`src/rtl/mux_pipe_pkg.sv`:
```
// Shared constants and helpers for the mux_pipe_n block.
package mux_pipe_pkg;

    localparam int MUX_PIPE_MAX_IN = 16;

    // Select width for an n-way mux, never narrower than one bit.
    function automatic int sel_w(input int n);
        if (n <= 2) begin
            return 1;
        end else begin
            return $clog2(n);
        end
    endfunction

endpackage

```
`src/rtl/mux_n_comb.sv`:
```
// Combinational WIDTH-bit N:1 mux with out-of-range select detection.
module mux_n_comb
    import mux_pipe_pkg::*;
#(
    parameter int WIDTH  = 32,
    parameter int NUM_IN = 4,
    parameter int SEL_W  = sel_w(NUM_IN)
) (
    input  logic [SEL_W-1:0]        sel,
    input  logic [NUM_IN*WIDTH-1:0] data_in,
    output logic [WIDTH-1:0]        y,
    output logic                    range_err
);

    int unsigned sel_idx_s;

    // Select one input; an unused select code yields zero data and flags the error.
    always_comb begin
        sel_idx_s = 32'(sel);
        y         = '0;
        range_err = 1'b0;
        if (sel_idx_s < 32'(NUM_IN)) begin
            y         = data_in[sel_idx_s*WIDTH +: WIDTH];
            range_err = 1'b0;
        end else begin
            y         = '0;
            range_err = 1'b1;
        end
    end

endmodule

```
`src/rtl/mux_pipe_n.sv`:
```
// mux_pipe_n: registered N:1 mux with valid/ready handshake, flush and backpressure.
// Defining MUX_PIPE_SKID_EN adds a one-entry skid register and a registered in_ready.
module mux_pipe_n
    import mux_pipe_pkg::*;
#(
    parameter int WIDTH  = 32,
    parameter int NUM_IN = 4,
    parameter int SEL_W  = sel_w(NUM_IN)
) (
    input  logic                    clk,
    input  logic                    reset,
    input  logic                    in_valid,
    output logic                    in_ready,
    input  logic [SEL_W-1:0]        sel,
    input  logic [NUM_IN*WIDTH-1:0] data_in,
    input  logic                    flush,
    output logic                    out_valid,
    input  logic                    out_ready,
    output logic [WIDTH-1:0]        out_data,
    output logic [SEL_W-1:0]        out_sel,
    output logic                    sel_err
);

    typedef struct packed {
        logic [WIDTH-1:0] data;
        logic [SEL_W-1:0] sel;
        logic             err;
    } mux_beat_t;

    if (NUM_IN < 2 || NUM_IN > MUX_PIPE_MAX_IN) begin : g_bad_num_in
        $error("mux_pipe_n: NUM_IN out of range");
    end

    logic [WIDTH-1:0] mux_y_s;
    logic             mux_err_s;
    mux_beat_t        beat_s;
    mux_beat_t        out_r;
    logic             out_valid_r;
    logic             accept_s;

    mux_n_comb #(
        .WIDTH  (WIDTH),
        .NUM_IN (NUM_IN),
        .SEL_W  (SEL_W)
    ) u_mux (
        .sel       (sel),
        .data_in   (data_in),
        .y         (mux_y_s),
        .range_err (mux_err_s)
    );

    assign beat_s   = '{data: mux_y_s, sel: sel, err: mux_err_s};
    assign accept_s = in_valid && in_ready;

`ifdef MUX_PIPE_SKID_EN
    mux_beat_t skid_r;
    logic      skid_full_r;
    logic      out_free_s;

    assign out_free_s = !out_valid_r || out_ready;
    assign in_ready   = !skid_full_r && !reset;

    // Output plus skid stage: a beat arriving during a stall parks in the skid and drains first.
    always_ff @(posedge clk) begin
        if (reset) begin
            out_valid_r <= 1'b0;
            out_r       <= '0;
            skid_full_r <= 1'b0;
            skid_r      <= '0;
        end else if (flush) begin
            out_valid_r <= 1'b0;
            skid_full_r <= 1'b0;
        end else if (out_free_s) begin
            if (skid_full_r) begin
                out_valid_r <= 1'b1;
                out_r       <= skid_r;
                skid_full_r <= 1'b0;
            end else if (accept_s) begin
                out_valid_r <= 1'b1;
                out_r       <= beat_s;
            end else begin
                out_valid_r <= 1'b0;
            end
        end else if (accept_s) begin
            skid_r      <= beat_s;
            skid_full_r <= 1'b1;
        end
    end
`else
    assign in_ready = !reset && (!out_valid_r || out_ready);

    // Output stage: hold on stall, load on accept, drain when the beat leaves without a refill.
    always_ff @(posedge clk) begin
        if (reset) begin
            out_valid_r <= 1'b0;
            out_r       <= '0;
        end else if (flush) begin
            out_valid_r <= 1'b0;
        end else if (accept_s) begin
            out_valid_r <= 1'b1;
            out_r       <= beat_s;
        end else if (out_ready) begin
            out_valid_r <= 1'b0;
        end
    end
`endif

    assign out_valid = out_valid_r;
    assign out_data  = out_r.data;
    assign out_sel   = out_r.sel;
    assign sel_err   = out_r.err;

endmodule
```
`config.mk`:
```
export PLATFORM = sky130hd
export DESIGN_NAME = mux_pipe_n
export DESIGN_NICKNAME = d
export VERILOG_FILES = /design/src/rtl/mux_pipe_pkg.sv /design/src/rtl/mux_n_comb.sv /design/src/rtl/mux_pipe_n.sv
export SDC_FILE = /design/constraint.sdc
export NUM_CORES = 1
export LEC_CHECK = 0
export ABC_AREA = 1
export BUFFER_PORTS_ARGS = -buffer_cell sky130_fd_sc_hd__buf_2
export CORE_UTILIZATION = 40
export CTS_CLUSTER_SIZE = 20
export DETAILED_ROUTE_END_ITERATION = 10
export PLACE_DENSITY_LB_ADDON = 0.05
export SLEW_MARGIN = 20
export SYNTH_ARGS = -nofsm -noshare
export SYNTH_HDL_FRONTEND = slang
export SYNTH_SLANG_ARGS = --single-unit
export TNS_END_PERCENT = 20
```
`constraint.sdc`:
```
create_clock -name clk -period 0.95 [get_ports clk]
set_input_delay 0.19 -clock clk [delete_from_list [all_inputs] [get_ports clk]]
set_output_delay 0.19 -clock clk [all_outputs]
set_load 0.01 [all_outputs]
```
==> qor.csv <==
stage,metric,value,unit
power_and_ir_drop,power_density,928.3,mW/mm2
setup_path,crit_required,0.76,ns
cts,clkTransAtPathRegs,0.08,ns
setup_path,r2r-end,out_data[0]$_SDFFE_PP0P_,
sta,hold_viol,0,
cts,h-tree-depth,2,
sta,max_freq,832.6,MHz
sta,timing.final.max_slew_violations,0,
grt,overflow,0,
floorplanning,die_x,87.76,um
logic_synthesis,synth_area,0.002942,mm2
hold_path,worstHoldStart,flush,
setup_path,reg2regPathDepth,6,
logic_synthesis,syn-num-nets,730,
logic_synthesis,synthCells,595,
setup_path,arrival,1.01,ns
sta,clock_skew,0.01133,ns
logic_synthesis,ys.warnings.count,0,
setup_path,worstSetupStartpoint,out_valid$_SDFFE_PP0P_,
floorplanning,initial_utilization,42.36,%
placement,gp_congestion,0.7605,
setup_path,endpoint,in_ready,
detailed_routing,routed_wirelength,8418,um
placement,placed_area,0.004024,mm2
setup_path,cp-end-kind,output port,
power_and_ir_drop,ir_worst_vdd,0.0004186,V
cts,cts_sinks,35,
setup_path,r2r_slack,-0.17,ns
logic_synthesis,yosysSeqAreaShare,23.82,%
logic_synthesis,synth_area_leaders,"nand2_1, dfxtp_1, inv_1",
detailed_routing,first_pass_iters,6,
grt,grt_pass1_wl,13140,um
detailed_routing,routedWlPerCell,9.811,um
detailed_routing,drc,0,
detailed_routing,first_iter_violations,50,
logic_synthesis,synth_top_area_share,28.97,%
grt,antenna_found_initial,0,
status,violations,negative setup slack,
cts,cts_max_path_buffers,2,
layout,drive_gt1_share,31.50,%
sta,setup_slack,-0.2511,ns
power_and_ir_drop,finalPower,4.084,mW
setup_path,crit_type,register to output port,
sta,final.min_clock_period,1.201,ns
cts,clk_latency,0.29,ns
sta,min_period_over_period,126.4,%
cts,ctsHoldBuffers,0,
layout,antennaDiodeCount,0,
logic_synthesis,synth_seq_cells,35,
logic_synthesis,ys_types,17,
cts,root_buffer,clkbuf_8,
setup_path,start_kind,register,
detailed_routing,drt-vias-per-instance,4.268,
layout,finish.instance_area,0.004399,mm2
sta,rsz0062_at_grt,true,
logic_synthesis,syn_area_per_cell,4.944,um2
cts,numCtsBuffers,5,
grt,grt_max_degree,36,
power_and_ir_drop,p_leak,2.951,nW
status,status,finished with violations,
layout,syn2layout_area_growth,49.55,%
logic_synthesis,synth_area_leader_cell,nand2_1,
floorplanning,ioPinCount,172,
grt,grt_usage,21.31,%
sta,setup_violations,36,
floorplanning,row_count,30,
layout,nets,896,
setup_path,reg2reg_from,out_valid$_SDFFE_PP0P_,
floorplanning,fp.dieH,87.76,um
cts,cts_tree,yes,
floorplanning,dieArea,0.007701,mm2
detailed_routing,ant_nets,0,
grt,grt_pass1_vias,3218,
placement,io_buffers,170,
job,drv_cap,0,
setup_path,cp_max_fo,3,
detailed_routing,via_count,3662,
placement,dp_hpwl,6337,um
hold_path,hp-class,input pin to register,
floorplanning,core_area,0.006944,mm2
[cell families after synthesis]
family	share of synthesized area, %
simple gates	49.17
buf+inv	26.20
flops	23.82
compound gates	0.6806
other cells	0.1275
[worst max-delay path: stages (launching register included)]
cell and delay (ns):
dfxtp_4 0.35, buf_6 0.11, a21oi_2 0.12, buf_2 0.14
[Yosys cell counts]
| cell | instances |
|---|---|
| nand3_2 | 1 |
| buf_2 | 16 |
| buf_1 | 1 |
| buf_4 | 1 |
| nand4_1 | 2 |
| nor3_1 | 1 |
| inv_1 | 163 |
| nand2_1 | 227 |
| nor2_2 | 1 |
| nor2_1 | 64 |
| a21oi_1 | 4 |
| inv_2 | 1 |
| conb_1 | 1 |
| buf_6 | 2 |
| dfxtp_1 | 35 |
| clkbuf_1 | 11 |
| nand3_1 | 64 |
[stage by stage]
| stage | setup WS (ns) | setup TNS, ns | hold WS (ns) | utilization, % | cells |
|---|---|---|---|---|---|
| floorplan | -0.04319 | -1.156 | 0.2571 | - | 595 |
| CTS | -0.2301 | -4.999 | 0.1585 | 60.56 | 858 |
| global placement | -0.1275 | -3.687 | 0.4496 | 57.95 | 849 |
| detailed placement | -0.1466 | -4.337 | 0.4516 | 57.95 | 849 |
| finish | -0.2511 | -5.314 | 0.1722 | 63.35 | 858 |
| global route | -0.3001 | -7.798 | 0.1578 | 63.35 | 858 |
[metal layers]
layer / part of all wire, % / vias to the layer above / wire (um) / GRT usage (%)
met5: 0 / - / 0 / 0
met4: 2.4 / 0 / 201 / 8.048
met3: 7.4 / 16 / 624 / 5.749
met2: 48 / 126 / 4014 / 39.18
met1: 43 / 1524 / 3578 / 23.23
li1: - / 1996 / - / -
[flip-flops by register name (all words and copies together), names as in the netlist]
signal	count
out_data	32
out_sel	2
out_valid	1
[cells in the final DEF, fill, tap and decap left out]
cell type  count
nand2_1      225
inv_1        163
buf_2        136
nand3_1       64
nor2_1        62
buf_6         34
dfxtp_2       33
buf_4         11
buf_12         9
clkbuf_8       6
nor2_2         3
a21oi_2        2
nand4_1        2
a21oi_1        2
nand2_4        1
nand3_4        1
inv_2          1
nand2_2        1
nor3_1         1
conb_1         1
clkinv_2       1
clkbuf_1       1
dfxtp_1        1
dfxtp_4        1
[cell type report]
class | count | area (um2)
fillers | 706 | 2545
clock buffers | 7 | 86.33
well taps | 96 | 120.1
clock inverters | 1 | 5.005
repair buffers | 190 | 1326
inverters | 164 | 615.6
multi-input cells | 365 | 1500
flip-flops and latches | 35 | 745.7
[repair_timing]
| action | 4_1_cts | 5_1_grt |
|---|---|---|
| setup buffers | 1 | 0 |
| pin swaps | 1 | 9 |
| endpoints found under the setup margin | 60 | 70 |
| gates resized for setup | 29 | 48 |
[worst min-delay path by stage]
| stage | to | slack, ns | cells past startpoint |
|---|---|---|---|
| 2_1_floorplan | out_valid$_SDFFE_PP0P_ | 0.26 | 1 |
| 3_3_place_gp | out_sel[0]$_SDFFE_PP0P_ | 0.45 | 2 |
| 3_5_place_dp | out_sel[0]$_SDFFE_PP0P_ | 0.45 | 2 |
| 4_1_cts | out_valid$_SDFFE_PP0P_ | 0.16 | 3 |
| 5_1_grt | out_valid$_SDFFE_PP0P_ | 0.16 | 3 |
| 6_report | out_valid$_SDFFE_PP0P_ | 0.17 | 3 |
[power by group]
part	leakage [nW]	total [mW]	switching [mW]	internal, mW
clock network	0.0482	1.12	0.536	0.585
registers	0.301	1.61	0.0530	1.56
logic	2.60	1.35	0.677	0.676
(Power assumes the default switching activity.)
